--- src/rtl/cpu_types_pkg.sv ---
// -----------------------------------------------------------------------------
// cpu_types_pkg
// Shared MIPS encodings (opcode_t, funct_t, aluop_t) plus the types and select
// constants used by the multicycle control unit: mcu_state_t, the instruction
// class produced by mcu_decode, the decode_t bundle and the PCsrc / ALUsrc /
// RegDst mux encodings.
// -----------------------------------------------------------------------------
package cpu_types_pkg;

    typedef enum logic [5:0] {
        RTYPE = 6'h00,
        J     = 6'h02,
        JAL   = 6'h03,
        BEQ   = 6'h04,
        BNE   = 6'h05,
        ADDI  = 6'h08,
        ADDIU = 6'h09,
        SLTI  = 6'h0A,
        SLTIU = 6'h0B,
        ANDI  = 6'h0C,
        ORI   = 6'h0D,
        XORI  = 6'h0E,
        LUI   = 6'h0F,
        LW    = 6'h23,
        SW    = 6'h2B,
        HALT  = 6'h3F
    } opcode_t;

    typedef enum logic [5:0] {
        SLL  = 6'h00,
        SRL  = 6'h02,
        JR   = 6'h08,
        ADD  = 6'h20,
        ADDU = 6'h21,
        SUB  = 6'h22,
        SUBU = 6'h23,
        AND  = 6'h24,
        OR   = 6'h25,
        XOR  = 6'h26,
        NOR  = 6'h27,
        SLT  = 6'h2A,
        SLTU = 6'h2B
    } funct_t;

    typedef enum logic [3:0] {
        ALU_SLL  = 4'd0,
        ALU_SRL  = 4'd1,
        ALU_ADD  = 4'd2,
        ALU_SUB  = 4'd3,
        ALU_AND  = 4'd4,
        ALU_OR   = 4'd5,
        ALU_XOR  = 4'd6,
        ALU_NOR  = 4'd7,
        ALU_SLT  = 4'd8,
        ALU_SLTU = 4'd9
    } aluop_t;

    typedef enum logic [2:0] {
        FETCH  = 3'd0,
        DECODE = 3'd1,
        EXEC   = 3'd2,
        MEM    = 3'd3,
        WB     = 3'd4,
        HALTED = 3'd5,
        EXC    = 3'd6
    } mcu_state_t;

    // Coarse instruction class: tells the FSM which path through the states to take.
    typedef enum logic [3:0] {
        CLS_NOP,
        CLS_ALU,
        CLS_LW,
        CLS_SW,
        CLS_BEQ,
        CLS_BNE,
        CLS_J,
        CLS_JAL,
        CLS_JR,
        CLS_LUI,
        CLS_HALT
    } iclass_t;

    typedef struct packed {
        iclass_t    cls;
        aluop_t     aluop;
        logic [1:0] alusrc;
        logic [1:0] regdst;
        logic       memtoreg;
        logic       illegal;
    } decode_t;

    localparam logic [2:0] PCSRC_PC4 = 3'd0;
    localparam logic [2:0] PCSRC_JR  = 3'd2;
    localparam logic [2:0] PCSRC_J   = 3'd3;
    localparam logic [2:0] PCSRC_BNE = 3'd4;
    localparam logic [2:0] PCSRC_BEQ = 3'd5;
    localparam logic [2:0] PCSRC_VEC = 3'd6;

    localparam logic [1:0] ALUSRC_RT    = 2'd0;
    localparam logic [1:0] ALUSRC_SHAMT = 2'd1;
    localparam logic [1:0] ALUSRC_SIMM  = 2'd2;
    localparam logic [1:0] ALUSRC_ZIMM  = 2'd3;

    localparam logic [1:0] REGDST_RD = 2'd0;
    localparam logic [1:0] REGDST_RT = 2'd1;
    localparam logic [1:0] REGDST_RA = 2'd2;

endpackage

--- src/rtl/mcu_decode.sv ---
// -----------------------------------------------------------------------------
// mcu_decode
// Purely combinational instruction decoder. Maps opcode/funct to an
// instruction class plus the ALU operation, ALU operand select, destination
// register select and memory write-back flag. Encodings match the original
// single-cycle decoder.
//   opcode  in  6   IR[31:26]
//   funct   in  6   IR[5:0]
//   dec     out     decode_t bundle {cls, aluop, alusrc, regdst, memtoreg, illegal}
// -----------------------------------------------------------------------------
module mcu_decode
    import cpu_types_pkg::*;
(
    input  logic [5:0] opcode,
    input  logic [5:0] funct,
    output decode_t    dec
);

    always_comb begin
        // NOTE: every field gets a default before the case so no path can infer a latch.
        dec.cls      = CLS_NOP;
        dec.aluop    = ALU_SLL;
        dec.alusrc   = ALUSRC_RT;
        dec.regdst   = REGDST_RT;
        dec.memtoreg = 1'b0;
        dec.illegal  = 1'b0;

        case (opcode_t'(opcode))
            RTYPE: begin
                dec.cls    = CLS_ALU;
                dec.regdst = REGDST_RD;
                case (funct_t'(funct))
                    SLL:       begin dec.aluop = ALU_SLL; dec.alusrc = ALUSRC_SHAMT; end
                    SRL:       begin dec.aluop = ALU_SRL; dec.alusrc = ALUSRC_SHAMT; end
                    JR:        dec.cls   = CLS_JR;
                    ADD, ADDU: dec.aluop = ALU_ADD;
                    SUB, SUBU: dec.aluop = ALU_SUB;
                    AND:       dec.aluop = ALU_AND;
                    OR:        dec.aluop = ALU_OR;
                    XOR:       dec.aluop = ALU_XOR;
                    NOR:       dec.aluop = ALU_NOR;
                    SLT:       dec.aluop = ALU_SLT;
                    SLTU:      dec.aluop = ALU_SLTU;
                    default: begin
                        dec.cls     = CLS_NOP;
                        dec.illegal = 1'b1;
                    end
                endcase
            end
            ADDI, ADDIU: begin dec.cls = CLS_ALU; dec.aluop = ALU_ADD;  dec.alusrc = ALUSRC_SIMM; end
            SLTI:        begin dec.cls = CLS_ALU; dec.aluop = ALU_SLT;  dec.alusrc = ALUSRC_SIMM; end
            SLTIU:       begin dec.cls = CLS_ALU; dec.aluop = ALU_SLTU; dec.alusrc = ALUSRC_SIMM; end
            ANDI:        begin dec.cls = CLS_ALU; dec.aluop = ALU_AND;  dec.alusrc = ALUSRC_ZIMM; end
            ORI:         begin dec.cls = CLS_ALU; dec.aluop = ALU_OR;   dec.alusrc = ALUSRC_ZIMM; end
            XORI:        begin dec.cls = CLS_ALU; dec.aluop = ALU_XOR;  dec.alusrc = ALUSRC_ZIMM; end
            LUI:         dec.cls = CLS_LUI;
            LW: begin
                dec.cls      = CLS_LW;
                dec.aluop    = ALU_ADD;
                dec.alusrc   = ALUSRC_SIMM;
                dec.memtoreg = 1'b1;
            end
            SW:   begin dec.cls = CLS_SW;  dec.aluop = ALU_ADD; dec.alusrc = ALUSRC_SIMM; end
            BEQ:  begin dec.cls = CLS_BEQ; dec.aluop = ALU_SUB; end
            BNE:  begin dec.cls = CLS_BNE; dec.aluop = ALU_SUB; end
            J:    dec.cls = CLS_J;
            JAL:  dec.cls = CLS_JAL;
            HALT: dec.cls = CLS_HALT;
            default: dec.illegal = 1'b1;
        endcase
    end

endmodule

--- src/rtl/multicycle_control_unit.sv ---
// -----------------------------------------------------------------------------
// multicycle_control_unit
// Multicycle MIPS control: latches each instruction into IR and sequences
// FETCH/DECODE/EXEC/MEM/WB, holding iREN/dREN/dWEN until ihit/dhit. A watchdog
// halts the core (bus_err, halt) when a memory handshake stalls for
// TIMEOUT_CYC cycles; TIMEOUT_CYC = 0 disables it.
//
// Build option: define MCU_EXCEPTION_EN to trap unknown encodings into the EXC
// state (PC <- exception vector) and expose exc / exc_cause. Without it,
// unknown encodings execute as NOPs.
//
// Ports:
//   CLK, RST                 clock (rising edge), async active-high reset
//   imemload, ihit, dhit     instruction word and cache handshakes
//   zero                     ALU zero flag, sampled in EXEC
//   iREN, dREN, dWEN         memory request strobes
//   PCWrite, PCsrc           PC load enable and PC mux select
//   aluop, ALUsrc            ALU operation and operand-B select
//   RegDst, RegWrite         register file destination select / write enable
//   MemtoReg, lui            write-back source selects
//   rs, rt, rd, shamt, imm, addr   IR fields
//   halt, bus_err            sticky halt and watchdog-expiry flags
//   exc, exc_cause           exception pulse and cause (MCU_EXCEPTION_EN only)
//   state                    current FSM state (debug)
// -----------------------------------------------------------------------------
module multicycle_control_unit
    import cpu_types_pkg::*;
#(
    parameter int TIMEOUT_CYC = 256
) (
    input  logic        CLK,
    input  logic        RST,
    input  logic [31:0] imemload,
    input  logic        ihit,
    input  logic        dhit,
    input  logic        zero,
    output logic        iREN,
    output logic        dREN,
    output logic        dWEN,
    output logic        PCWrite,
    output logic [2:0]  PCsrc,
    output aluop_t      aluop,
    output logic [1:0]  ALUsrc,
    output logic [1:0]  RegDst,
    output logic        RegWrite,
    output logic        MemtoReg,
    output logic        lui,
    output logic [4:0]  rs,
    output logic [4:0]  rt,
    output logic [4:0]  rd,
    output logic [4:0]  shamt,
    output logic [15:0] imm,
    output logic [25:0] addr,
    output logic        halt,
    output logic        bus_err,
`ifdef MCU_EXCEPTION_EN
    output logic        exc,
    output logic [5:0]  exc_cause,
`endif
    output mcu_state_t  state
);

    localparam int TMR_W = (TIMEOUT_CYC > 0) ? $clog2(TIMEOUT_CYC + 1) : 1;
    localparam logic [TMR_W-1:0] TMR_LAST = TMR_W'((TIMEOUT_CYC > 0) ? TIMEOUT_CYC - 1 : 0);

    mcu_state_t       cur_state, next_state;
    logic [31:0]      ir;
    logic [TMR_W-1:0] timer, timer_next;
    logic             ir_load;
    logic             waiting;   // state is blocked on a memory handshake
    logic             hit;       // the handshake this state waits on
    logic             expire;
    decode_t          dec;

    mcu_decode u_decode (
        .opcode (ir[31:26]),
        .funct  (ir[5:0]),
        .dec    (dec)
    );

    assign rs    = ir[25:21];
    assign rt    = ir[20:16];
    assign rd    = ir[15:11];
    assign shamt = ir[10:6];
    assign imm   = ir[15:0];
    assign addr  = ir[25:0];
    assign halt  = (cur_state == HALTED);
    assign state = cur_state;

    always_comb begin
        next_state = cur_state;
        iREN       = 1'b0;
        dREN       = 1'b0;
        dWEN       = 1'b0;
        PCWrite    = 1'b0;
        PCsrc      = PCSRC_PC4;
        aluop      = ALU_SLL;
        ALUsrc     = ALUSRC_RT;
        RegDst     = REGDST_RD;
        RegWrite   = 1'b0;
        MemtoReg   = 1'b0;
        lui        = 1'b0;
        ir_load    = 1'b0;
        waiting    = 1'b0;
        hit        = 1'b0;
`ifdef MCU_EXCEPTION_EN
        exc        = 1'b0;
`endif

        case (cur_state)
            FETCH: begin
                iREN    = 1'b1;
                waiting = 1'b1;
                hit     = ihit;
                if (ihit) begin
                    ir_load    = 1'b1;
                    PCWrite    = 1'b1;
                    PCsrc      = PCSRC_PC4;
                    next_state = DECODE;
                end
            end
            DECODE: begin
                if (dec.illegal) begin
`ifdef MCU_EXCEPTION_EN
                    next_state = EXC;
`else
                    next_state = FETCH;
`endif
                end else begin
                    case (dec.cls)
                        CLS_HALT: next_state = HALTED;
                        CLS_J: begin
                            PCWrite    = 1'b1;
                            PCsrc      = PCSRC_J;
                            next_state = FETCH;
                        end
                        CLS_JAL: begin
                            PCWrite    = 1'b1;
                            PCsrc      = PCSRC_J;
                            RegWrite   = 1'b1;
                            RegDst     = REGDST_RA;
                            next_state = FETCH;
                        end
                        CLS_JR: begin
                            PCWrite    = 1'b1;
                            PCsrc      = PCSRC_JR;
                            next_state = FETCH;
                        end
                        CLS_LUI: begin
                            RegWrite   = 1'b1;
                            lui        = 1'b1;
                            RegDst     = REGDST_RT;
                            next_state = FETCH;
                        end
                        CLS_NOP: next_state = FETCH;
                        default: next_state = EXEC;
                    endcase
                end
            end
            EXEC: begin
                aluop  = dec.aluop;
                ALUsrc = dec.alusrc;
                case (dec.cls)
                    CLS_BEQ: begin
                        PCWrite    = zero;
                        PCsrc      = PCSRC_BEQ;
                        next_state = FETCH;
                    end
                    CLS_BNE: begin
                        PCWrite    = ~zero;
                        PCsrc      = PCSRC_BNE;
                        next_state = FETCH;
                    end
                    CLS_LW, CLS_SW: next_state = MEM;
                    default:        next_state = WB;
                endcase
            end
            MEM: begin
                // Address must stay stable for the whole handshake.
                aluop   = ALU_ADD;
                ALUsrc  = ALUSRC_SIMM;
                waiting = 1'b1;
                hit     = dhit;
                if (dec.cls == CLS_LW) dREN = 1'b1;
                else                   dWEN = 1'b1;
                if (dhit) next_state = (dec.cls == CLS_LW) ? WB : FETCH;
            end
            WB: begin
                RegWrite   = 1'b1;
                MemtoReg   = dec.memtoreg;
                RegDst     = dec.regdst;
                next_state = FETCH;
            end
            HALTED: next_state = HALTED;
`ifdef MCU_EXCEPTION_EN
            EXC: begin
                exc        = 1'b1;
                PCWrite    = 1'b1;
                PCsrc      = PCSRC_VEC;
                next_state = FETCH;
            end
`endif
            default: next_state = FETCH;
        endcase

        // A hit on the expiry cycle takes priority, so expiry requires !hit.
        expire = (TIMEOUT_CYC != 0) && waiting && !hit && (timer == TMR_LAST);
        if (expire) next_state = HALTED;

        if ((TIMEOUT_CYC != 0) && waiting && !hit && (next_state == cur_state))
            timer_next = timer + TMR_W'(1);
        else
            timer_next = '0;

        // Reset forces every strobe low right away, even mid-handshake.
        if (RST) begin
            iREN     = 1'b0;
            dREN     = 1'b0;
            dWEN     = 1'b0;
            PCWrite  = 1'b0;
            RegWrite = 1'b0;
            MemtoReg = 1'b0;
            lui      = 1'b0;
            ir_load  = 1'b0;
`ifdef MCU_EXCEPTION_EN
            exc      = 1'b0;
`endif
        end
    end

    // NOTE: state elements use non-blocking assignments so every flop samples pre-edge values.
    always_ff @(posedge CLK or posedge RST) begin
        if (RST) begin
            cur_state <= FETCH;
            // NOTE: IR is reset like any other flop; the field outputs must read 0 during reset.
            ir        <= '0;
            timer     <= '0;
            bus_err   <= 1'b0;
        end else begin
            cur_state <= next_state;
            timer     <= timer_next;
            if (ir_load) ir      <= imemload;
            if (expire)  bus_err <= 1'b1;
        end
    end

`ifdef MCU_EXCEPTION_EN
    // Cause is captured on entry to EXC so it is already valid during the exc pulse.
    always_ff @(posedge CLK or posedge RST) begin
        if (RST) begin
            exc_cause <= '0;
        end else if (cur_state == DECODE && next_state == EXC) begin
            exc_cause <= (ir[31:26] == RTYPE) ? ir[5:0] : ir[31:26];
        end
    end
`endif

endmodule

--- config.mk ---
export PLATFORM = sky130hd
export DESIGN_NAME = multicycle_control_unit
export DESIGN_NICKNAME = d
export VERILOG_FILES = /design/src/rtl/cpu_types_pkg.sv /design/src/rtl/mcu_decode.sv /design/src/rtl/multicycle_control_unit.sv
export SDC_FILE = /design/constraint.sdc
export NUM_CORES = 1
export LEC_CHECK = 0
export CORE_MARGIN = 1.5
export CORE_UTILIZATION = 44
export CTS_CLUSTER_DIAMETER = 50
export DETAILED_ROUTE_END_ITERATION = 8
export PLACE_DENSITY = 0.81
export SLEW_MARGIN = 20
export SYNTH_ARGS = -nofsm -noshare
export SYNTH_HDL_FRONTEND = slang
export SYNTH_SLANG_ARGS = --single-unit
--- constraint.sdc ---
create_clock -name CLK -period 2.96 [get_ports CLK]
set_clock_uncertainty 0.15 [all_clocks]
set_input_delay 0.444 -clock CLK [delete_from_list [all_inputs] [get_ports CLK]]
set_output_delay 0.444 -clock CLK [all_outputs]
set_load 0.02 [all_outputs]
==> key figures <==
Finish
  • Layout cells sized above 1: 0.244
  • Post-route cell area: 4170 sq um
  • Layout fillers: 543
  • Final net count: 439
  • Utilization after layout: 0.646
  • Area Overhead vs Synth: 39.2%
  • Antenna cells: 0

Place
  • DP Wirelength: 5610 um
  • Number of port buffers: 121
  • Gp weighted congestion: 0.918
  • Cell Area, Placed: 3980 sq um

Hold path
  • HP Class: reg2reg

Logic synthesis
  • Synth cell count leaders: buf_4 (62), dfrtp_1 (45), mux2_2 (32)
  • Combinational family with the most area after synthesis: buffers and inverters
  • EDFF count, synth: 0
  • Top cells by area, synth: dfrtp_1 (38%), buf_4 (16%), mux2_2 (12%), nor2_1 (2.9%), nand3_1 (2.3%)
  • Fraction of registers with async set/reset: 1.00
  • Most common cell in the netlist: buf_4
  • Post-synth top area cell: dfrtp_1
  • Synthesis warning total: 0
  • Syn_nets: 359
  • Synthesized area: 3000 sq um
  • Mux contribution to synthesized area: 0.124
  • Syn avg cell area: 9.36 sq um
  • Post-Synth Adder-Cell Area: 0.00835
  • Simple logic cell fraction of the synthesized area: 0.183
  • Yosys reg bits: 45
  • Number of distinct library cells after synthesis: 50
  • Gate Count Post-Synth: 320
  • Synth Area in Compound Gates: 0.0977
  • Synth top area share: 0.376
  • XOR/XNOR share of the synthesized area: 0.0234
  • Top_reg_cell synth: dfrtp_1
  • Post-synthesis sequential area ratio: 0.376

Clock network
  • Clock-pin slew on the worst setup and hold paths: 0.09 ns
  • H-tree Lvls: 2
  • Clk buf depth: 2
  • Total CTS buffers: 5
  • TritonCTS clock tree: yes
  • CTS Sinks: 45
  • Root buf cell: clkbuf_8
  • Clk_lat worst skew: 0.29 ns

STA
  • Fin crit period: 3.06 ns
  • Final worst slack: -0.0975 ns
  • Slew Viols, Final: 0
  • Maximum clock frequency: 327 MHz
  • Fin crit share: 1.03
  • Final setup fails: 5
  • WHS: 0.323 ns
  • Measured slew at the worst slew-check pin: 0.469 ns
  • Worst rel slew slack: 0.687
  • Unrepaired setup endpoints after global routing: yes
  • Hold Fails Final Rpt: 0
  • Post-Route Setup TNS: -0.443 ns

Setup path
  • Worst path cell trace: or4_4 > or3_4 > buf_6 > a221o_1 > nand3_4 > buf_6 > nor3_4 > buf_6
  • Cell family with most CP delay: simple AND/OR/NAND/NOR gates
  • Data required time of the critical path: 2.37 ns
  • Buf/Inv on CP: 3
  • Worst path max stage delay: 0.53 ns
  • Critical path's slowest cell: or4_4
  • Startpoint class of the critical path: register
  • Crit Path Category: reg2out
  • Crit end category: output pin
  • CP arrival: 2.46 ns
  • Critical Path Most Common Cell: buf_6
  • Critical path peak fanout: 4

Route
  • Uppermost layer routed: met4
  • DRT Pass-1 Iters: 7
  • ANT nets after route: 0
  • Drc violations: 13
  • M1 WL: 3030 um
  • Routed WL: 7530 um
  • Met3 WL: 723 um
  • Met2 Wirelength: 3710 um
  • Vias per inst: 5.49
  • Initial drt markers: 139
  • WL/cell: 15.8 um
  • Vias: 2626

Run status
  • Failing checks: DRC, setup timing
  • Outcome: finished with violations

Die
  • Die H: 85.5 um
  • Num rows: 29
  • Die area: 7310 sq um
  • Core area: 6460 sq um
  • Die width: 85.5 um
  • Initial Util: 0.464
  • I/O Pins: 122

Global route
  • First-pass GRT wire length: 11800 um
  • Grt ovf: 0
  • Global-route usage over all layers: 0.202
  • Pin count of the biggest net entering global routing: 32
  • Initial antenna violation count: 0
  • Vias in the first global route: 2403

Power and ir drop
  • Proportion of power drawn by the clock network: 0.099
  • Peak supply drop: 0.501 mV
  • Reg power frac: 0.247
  • NetSw: 0.00206 W
  • Net switching fraction of the power: 0.442
  • Combinational power share: 0.654
  • Int Power: 0.00260 W
  • LEAKAGE: 1.74 nW
  • Pwr/cell area: 1120 nW/um^2

Run
  • Max-cap viol count: 0
[stage by stage]
stage | instances | total power (W) | setup WS (ns)
after floorplan | 320 | 0.00330 | 0.188
after global placement | 465 | 0.00405 | -0.0989
after detailed placement | 465 | 0.00410 | -0.122
after CTS | 477 | 0.00461 | -0.159
after global routing | 478 | 0.00493 | -0.164
final | 478 | 0.00466 | -0.0975
[cells by family (layout without fill, tap and decap cells)]
logic type               after synthesis  in the layout
multiplexers                          33             33
adder cells (fa/ha/maj)                2              2
buffers and inverters                 88            169
XOR/XNOR                               8              8
AO/OA/AOI/OAI                         44             44
AND/OR/NAND/NOR                      100            100
flip-flops                            45             45
[state kept, by name (all words and copies together) (netlist names)]
register / count
timer: 9
ir: 32
bus_err: 1
state: 3
[cell type report]
| class | instances | area [sq um] | share of cell area |
|---|---|---|---|
| clock inverters | 2 | 38.8 | 0.00930 |
| multi-input cells | 187 | 1360 | 0.326 |
| flip-flops and latches | 45 | 1130 | 0.270 |
| repair buffers | 154 | 1450 | 0.348 |
| clock buffers | 6 | 72.6 | 0.0174 |
| well taps | 77 | 96.3 | 0.0231 |
| inverters | 7 | 26.3 | 0.00630 |
[metal layers]
layer	vias up	GRT usage
li1	1213	-
met1	1250	0.272
met2	153	0.336
met3	10	0.0481
met4	0	0.0381
met5	-	0
[timing repair]
| item | 4_1_cts | 5_1_grt |
|---|---|---|
| pin swaps | 2 | 0 |
| setup buffers | 4 | 1 |
| gates resized for setup | 44 | 30 |
| hold buffers | 0 | 0 |
| endpoints found under the setup margin | 12 | 12 |
[power groups by stage]
stage	Combinational (W)	Clock, W	Sequential (W)
6_report	0.00305	0.000460	0.00115
5_1_grt	0.00323	0.000508	0.00120
4_1_cts	0.00298	0.000479	0.00115
3_5_place_dp	0.00294	0	0.00116
3_3_place_gp	0.00291	0	0.00114
2_1_floorplan	0.00221	0	0.00109
[layout by cell type, fill, tap and decap left out, types with 3 or more instances in the layout]
master,netlist,routed
nor2b_1,6,6
nand4_1,3,3
nand2_1,14,14
a21oi_1,9,7
xnor2_1,3,3
buf_6,0,7
nor4_1,5,4
dfrtp_1,45,44
buf_4,62,32
clkbuf_8,0,5
a31oi_1,5,5
nand2b_1,5,5
o21ai_0,10,9
clkdlybuf4s50_1,0,109
nor3_1,9,8
mux2_2,32,32
inv_1,7,6
nand3_1,14,14
xor2_1,5,5
nor2_1,23,23
and3_1,5,5
[final timing paths]
check	from	end	slack [ns]	cells after the start
setup / recovery	ir[28]$_DFFE_PP0P_	RegDst[1]	-0.1	8
hold / removal	bus_err$_DFFE_PP0P_	bus_err$_DFFE_PP0P_	0.32	1
setup reg to reg	ir[28]$_DFFE_PP0P_	state[0]$_DFF_PP0_	0.41	9
hold reg to reg	bus_err$_DFFE_PP0P_	bus_err$_DFFE_PP0P_	0.32	1
max in group asynchronous	RST	ir[10]$_DFFE_PP0P_	1.76	3
min in group asynchronous	RST	ir[28]$_DFFE_PP0P_	0.53	3
Note: power is estimated with default switching activity, not from simulation.
==> RTL change 1 (same flow settings) <==
The option `MCU_EXCEPTION_EN` is turned on by a define.
--- a/src/rtl/multicycle_control_unit.sv
+++ b/src/rtl/multicycle_control_unit.sv
@@ -25,2 +25,4 @@
 // -----------------------------------------------------------------------------
+`define MCU_EXCEPTION_EN
+
 module multicycle_control_unit
Behaviour (old outputs only; new: exc and exc_cause): not the same (a bounded check fails within 4 cycles, from zero or initial values and one cycle with RST high).
==> RTL change 1 against the original RTL <==
Hold slack gained 4.5 ps. Setup slack gained 160 ps. Cell count grew 7.9%. Sequential cell count grew 6. Area after synthesis grew 9.1%. Routed wire length grew 7.6%. Design area grew 5.2%. Total power grew 5.6%. Highest routed layer unchanged.
==> RTL change 1: results (changes against the original RTL) <==
[metrics] leading post-synthesis cells by instance count: 62 x buf_4, 51 x dfrtp_1, 31 x mux2_2, 27 x nand2_1, 27 x nor2_1
[metrics] number of global-route vias before repair: 2,624 (+9.2%)
[metrics] result of the run: complete, no violations
[metrics] total track usage: 20.6% (+0.39 points)
[metrics] worst slew slack as a fraction of its limit: 54.6% (-14 points)
[metrics] Global Route met3 Usage: 3.05% (-1.8 points)
[metrics] maximum number of pins on one net before global-route repair: 51 (+59%)
[metrics] highest net fanout along the worst path: 3 (-1)
[metrics] Worst Path Arrival: 2300 ps (-160 ps)
[metrics] GR Layer Usage met1: 27.6% (+0.40 points)
[metrics] DR iter-0 viols: 151 (+8.6%)
[metrics] worst hold path type: primary input to async pin
[metrics] Port Buffer Count: 128 (+5.8%)
[metrics] Max VDD drop: 0.449 mV (-10%)
[metrics] total leakage power: 1.80 nW (+3.3%)
[metrics] GPL Wtd Cong: 0.905 (-1.4%)
[metrics] wire length per cell after detailed routing: 15.7 µm (-0.35%)
[metrics] Reg-to-Reg Start: ir[30]$_DFFE_PP0P_
[metrics] layout net count: 456 (+3.9%)
[metrics] share of final-layout standard cells stronger than drive strength 1: 19.2% (-5.3 points)
[metrics] number of setup buffers added after CTS: 0 (-4)
[metrics] total iterations of the first detailed-routing run: 4 (-3)
[metrics] first-pass GRT wire length: 12.7 mm (+7.1%)
[metrics] DPL Wire Length: 6.13 mm (+9.3%)
[metrics] vias: 2,692 (+2.5%)
==> RTL change 1: layout make-up <==
cell class                      instances  area [µm²]
Tap cell                               99         124
Fill cell                             617        2830
Clock buffer                            6        82.6
Sequential cell                        51        1280
Inverter                                6        22.5
Multi-Input combinational cell        203        1430
Clock inverter                          1        8.76
Timing Repair Buffer                  150        1440
==> RTL change 1: critical path, stage by stage (launching register included) <==
cell	delay, ps
dfrtp_1	380
or2_2	310
or4_4	530
or4_4	500
a21oi_2	140
buf_4	150
==> RTL change 1: worst max path at each step <==
stage,start,endpoint,cells past startpoint
after global placement,ir[30]$_DFFE_PP0P_,aluop[3],5
final,ir[30]$_DFFE_PP0P_,aluop[3],5
after floorplan,ir[28]$_DFFE_PP0P_,aluop[1],7
after detailed placement,ir[30]$_DFFE_PP0P_,aluop[3],5
after CTS,state[1]$_DFF_PP0_,dWEN,4
after global routing,ir[30]$_DFFE_PP0P_,aluop[3],5
==> RTL change 1: kinds of logic after synthesis <==
logic type,share of synthesized area (%)
xor gates and xnor gates,1.87
AOI/OAI and AO/OA,10.7
and+or+nand+nor,18.6
adders and majority gates,0.765
buffers and inverters,18.1
muxes,11.0
DFF,39.0
==> RTL change 1: per-layer routing <==
metal	share of wire, %	wire length, µm
met1	43	3490
met2	51	4110
met3	5.1	417
met4	1.1	87
met5	0	0
==> RTL change 1: report_power, final <==
part	switching, W	total [W]	leakage (nW)	internal [W]
logic	0.00172	0.00326	1.13	0.00155
clock network	0.000228	0.000417	0.0477	0.000188
registers	0.000257	0.00125	0.621	0.000990
==> RTL change 1: metrics by stage <==
step	cell area (µm²)	std cells	setup slack [ps]	power [W]	hold WS, ps
6_report	4390	516	61.6	0.00493	327
2_1_floorplan	3270	345	330	0.00361	298
4_1_cts	4360	516	12.3	0.00493	323
3_5_place_dp	4280	509	-58.4	0.00451	303
5_1_grt	4390	516	-1.22	0.00525	329
3_3_place_gp	4280	509	-42.5	0.00443	314
==> RTL change 2 (same settings) <==
Without the edit above. Put a register stage on the outputs `rs`, `rt`, `rd`, `shamt`, `imm`, `addr` and `halt`, cleared by the reset. The values now appear one clock later. The other outputs are not delayed to match.
--- a/src/rtl/multicycle_control_unit.sv
+++ b/src/rtl/multicycle_control_unit.sv
@@ -80,9 +80,21 @@
 
-    assign rs    = ir[25:21];
-    assign rt    = ir[20:16];
-    assign rd    = ir[15:11];
-    assign shamt = ir[10:6];
-    assign imm   = ir[15:0];
-    assign addr  = ir[25:0];
-    assign halt  = (cur_state == HALTED);
+    always_ff @(posedge CLK or posedge RST) begin
+        if (RST) begin
+            rs    <= '0;
+            rt    <= '0;
+            rd    <= '0;
+            shamt <= '0;
+            imm   <= '0;
+            addr  <= '0;
+            halt  <= '0;
+        end else begin
+            rs    <= ir[25:21];
+            rt    <= ir[20:16];
+            rd    <= ir[15:11];
+            shamt <= ir[10:6];
+            imm   <= ir[15:0];
+            addr  <= ir[25:0];
+            halt  <= (cur_state == HALTED);
+        end
+    end
     assign state = cur_state;
Check against the original RTL: not equivalent (Yosys sat finds a counterexample within 4 cycles, from zero or initial values and one cycle with RST high).
==> RTL change 2 against the original RTL <==
The flow finishes with violations (setup timing). Design area up 18%. Critical path type unchanged. Routed wire length up 5.9%. Largest cell class is now flip-flops and latches. Area after synthesis up 15%. Total power up 18%. Setup slack better by 12 ps. Sequential power up 50%. Sequential cell count up 27. Register-to-register slack better by 450 ps.
==> RTL change 2: results (changes against the original RTL) <==
[metrics] startpoint of the lowest-slack hold path: ir[7]$_DFFE_PP0P_
[metrics] GR Layer Usage met1: 23.8% (-3.4 points)
[metrics] biggest area contributors in the synthesized netlist: dfrtp_1 52%, mux2_2 10%, buf_4 7.8%, nor2_1 2.5%, xor2_1 2.0%
[metrics] violations in the final reports: setup timing
[metrics] Switching Share: 39.1% (-5.1 points)
[metrics] total leakage power: 2.11 nW (+22%)
[metrics] layout net count: 464 (+5.7%)
[metrics] DPL Wire Length: 5.78 mm (+3.0%)
[metrics] non-filler instance count after layout: 532 (+11%)
[metrics] critical path capture point: PCWrite
[metrics] first-pass GRT wire length: 13.0 mm (+9.8%)
[metrics] GPL Wtd Cong: 0.907 (-1.2%)
[metrics] share of final-layout standard cells stronger than drive strength 1: 26.3% (+1.8 points)
[metrics] Sequential Power: 0.00173 W (+50%)
[metrics] number of setup buffers added after CTS: 0 (-4)
[metrics] number of failing setup endpoints in the final timing report: 2 (-3)
[metrics] DR iter-0 viols: 153 (+10%)
[metrics] maximum number of pins on one net before global-route repair: 73 (+130%)
[metrics] sequential element share of the synthesized area: 52.2% (+15 points)
[metrics] Global Route met3 Usage: 4.86% (+0.045 points)
[metrics] result of the run: complete, but fails checks
[metrics] Worst Setup Slack, final: -85.3 ps (+12.2 ps)
[metrics] number of H-tree branching levels: 3 (+1)
[metrics] worst-case setup slack after placement: -39.7 ps (+82.7 ps)
[metrics] wire length on met3: 527 µm (-27%)
[RTL change 2: logic make-up (layout without fill, tap and decap cells)]
kind of cell               after synthesis  count (layout)  share of synthesized area [%]
xor gates and xnor gates                10              10                           2.54
buffers and inverters                   65             183                           11.3
AOI/OAI and AO/OA                       39              39                           8.37
and+or+nand+nor                         92              92                           14.5
adders and majority gates                2               2                          0.724
DFF                                     72              72                           52.2
muxes                                   32              32                           10.4
[RTL change 2: metrics by stage]
| step | instance area (µm²) | total power, W | TNS, ps |
|---|---|---|---|
| finish | 4920 | 0.00553 | -103 |
| global route | 4920 | 0.00583 | -428 |
| CTS | 4900 | 0.00551 | -225 |
| detailed placement | 4680 | 0.00462 | -39.7 |
| global placement | 4680 | 0.00455 | 0 |
| floorplan | 3460 | 0.00353 | 0 |
[RTL change 2: final cells by class]
class,count,area [µm²]
Tap cell,102,128
Clock inverter,7,103
Sequential cell,72,1800
Multi-Input combinational cell,175,1300
Timing Repair Buffer,156,1420
Fill cell,603,2730
Clock buffer,9,124
Inverter,11,45.0
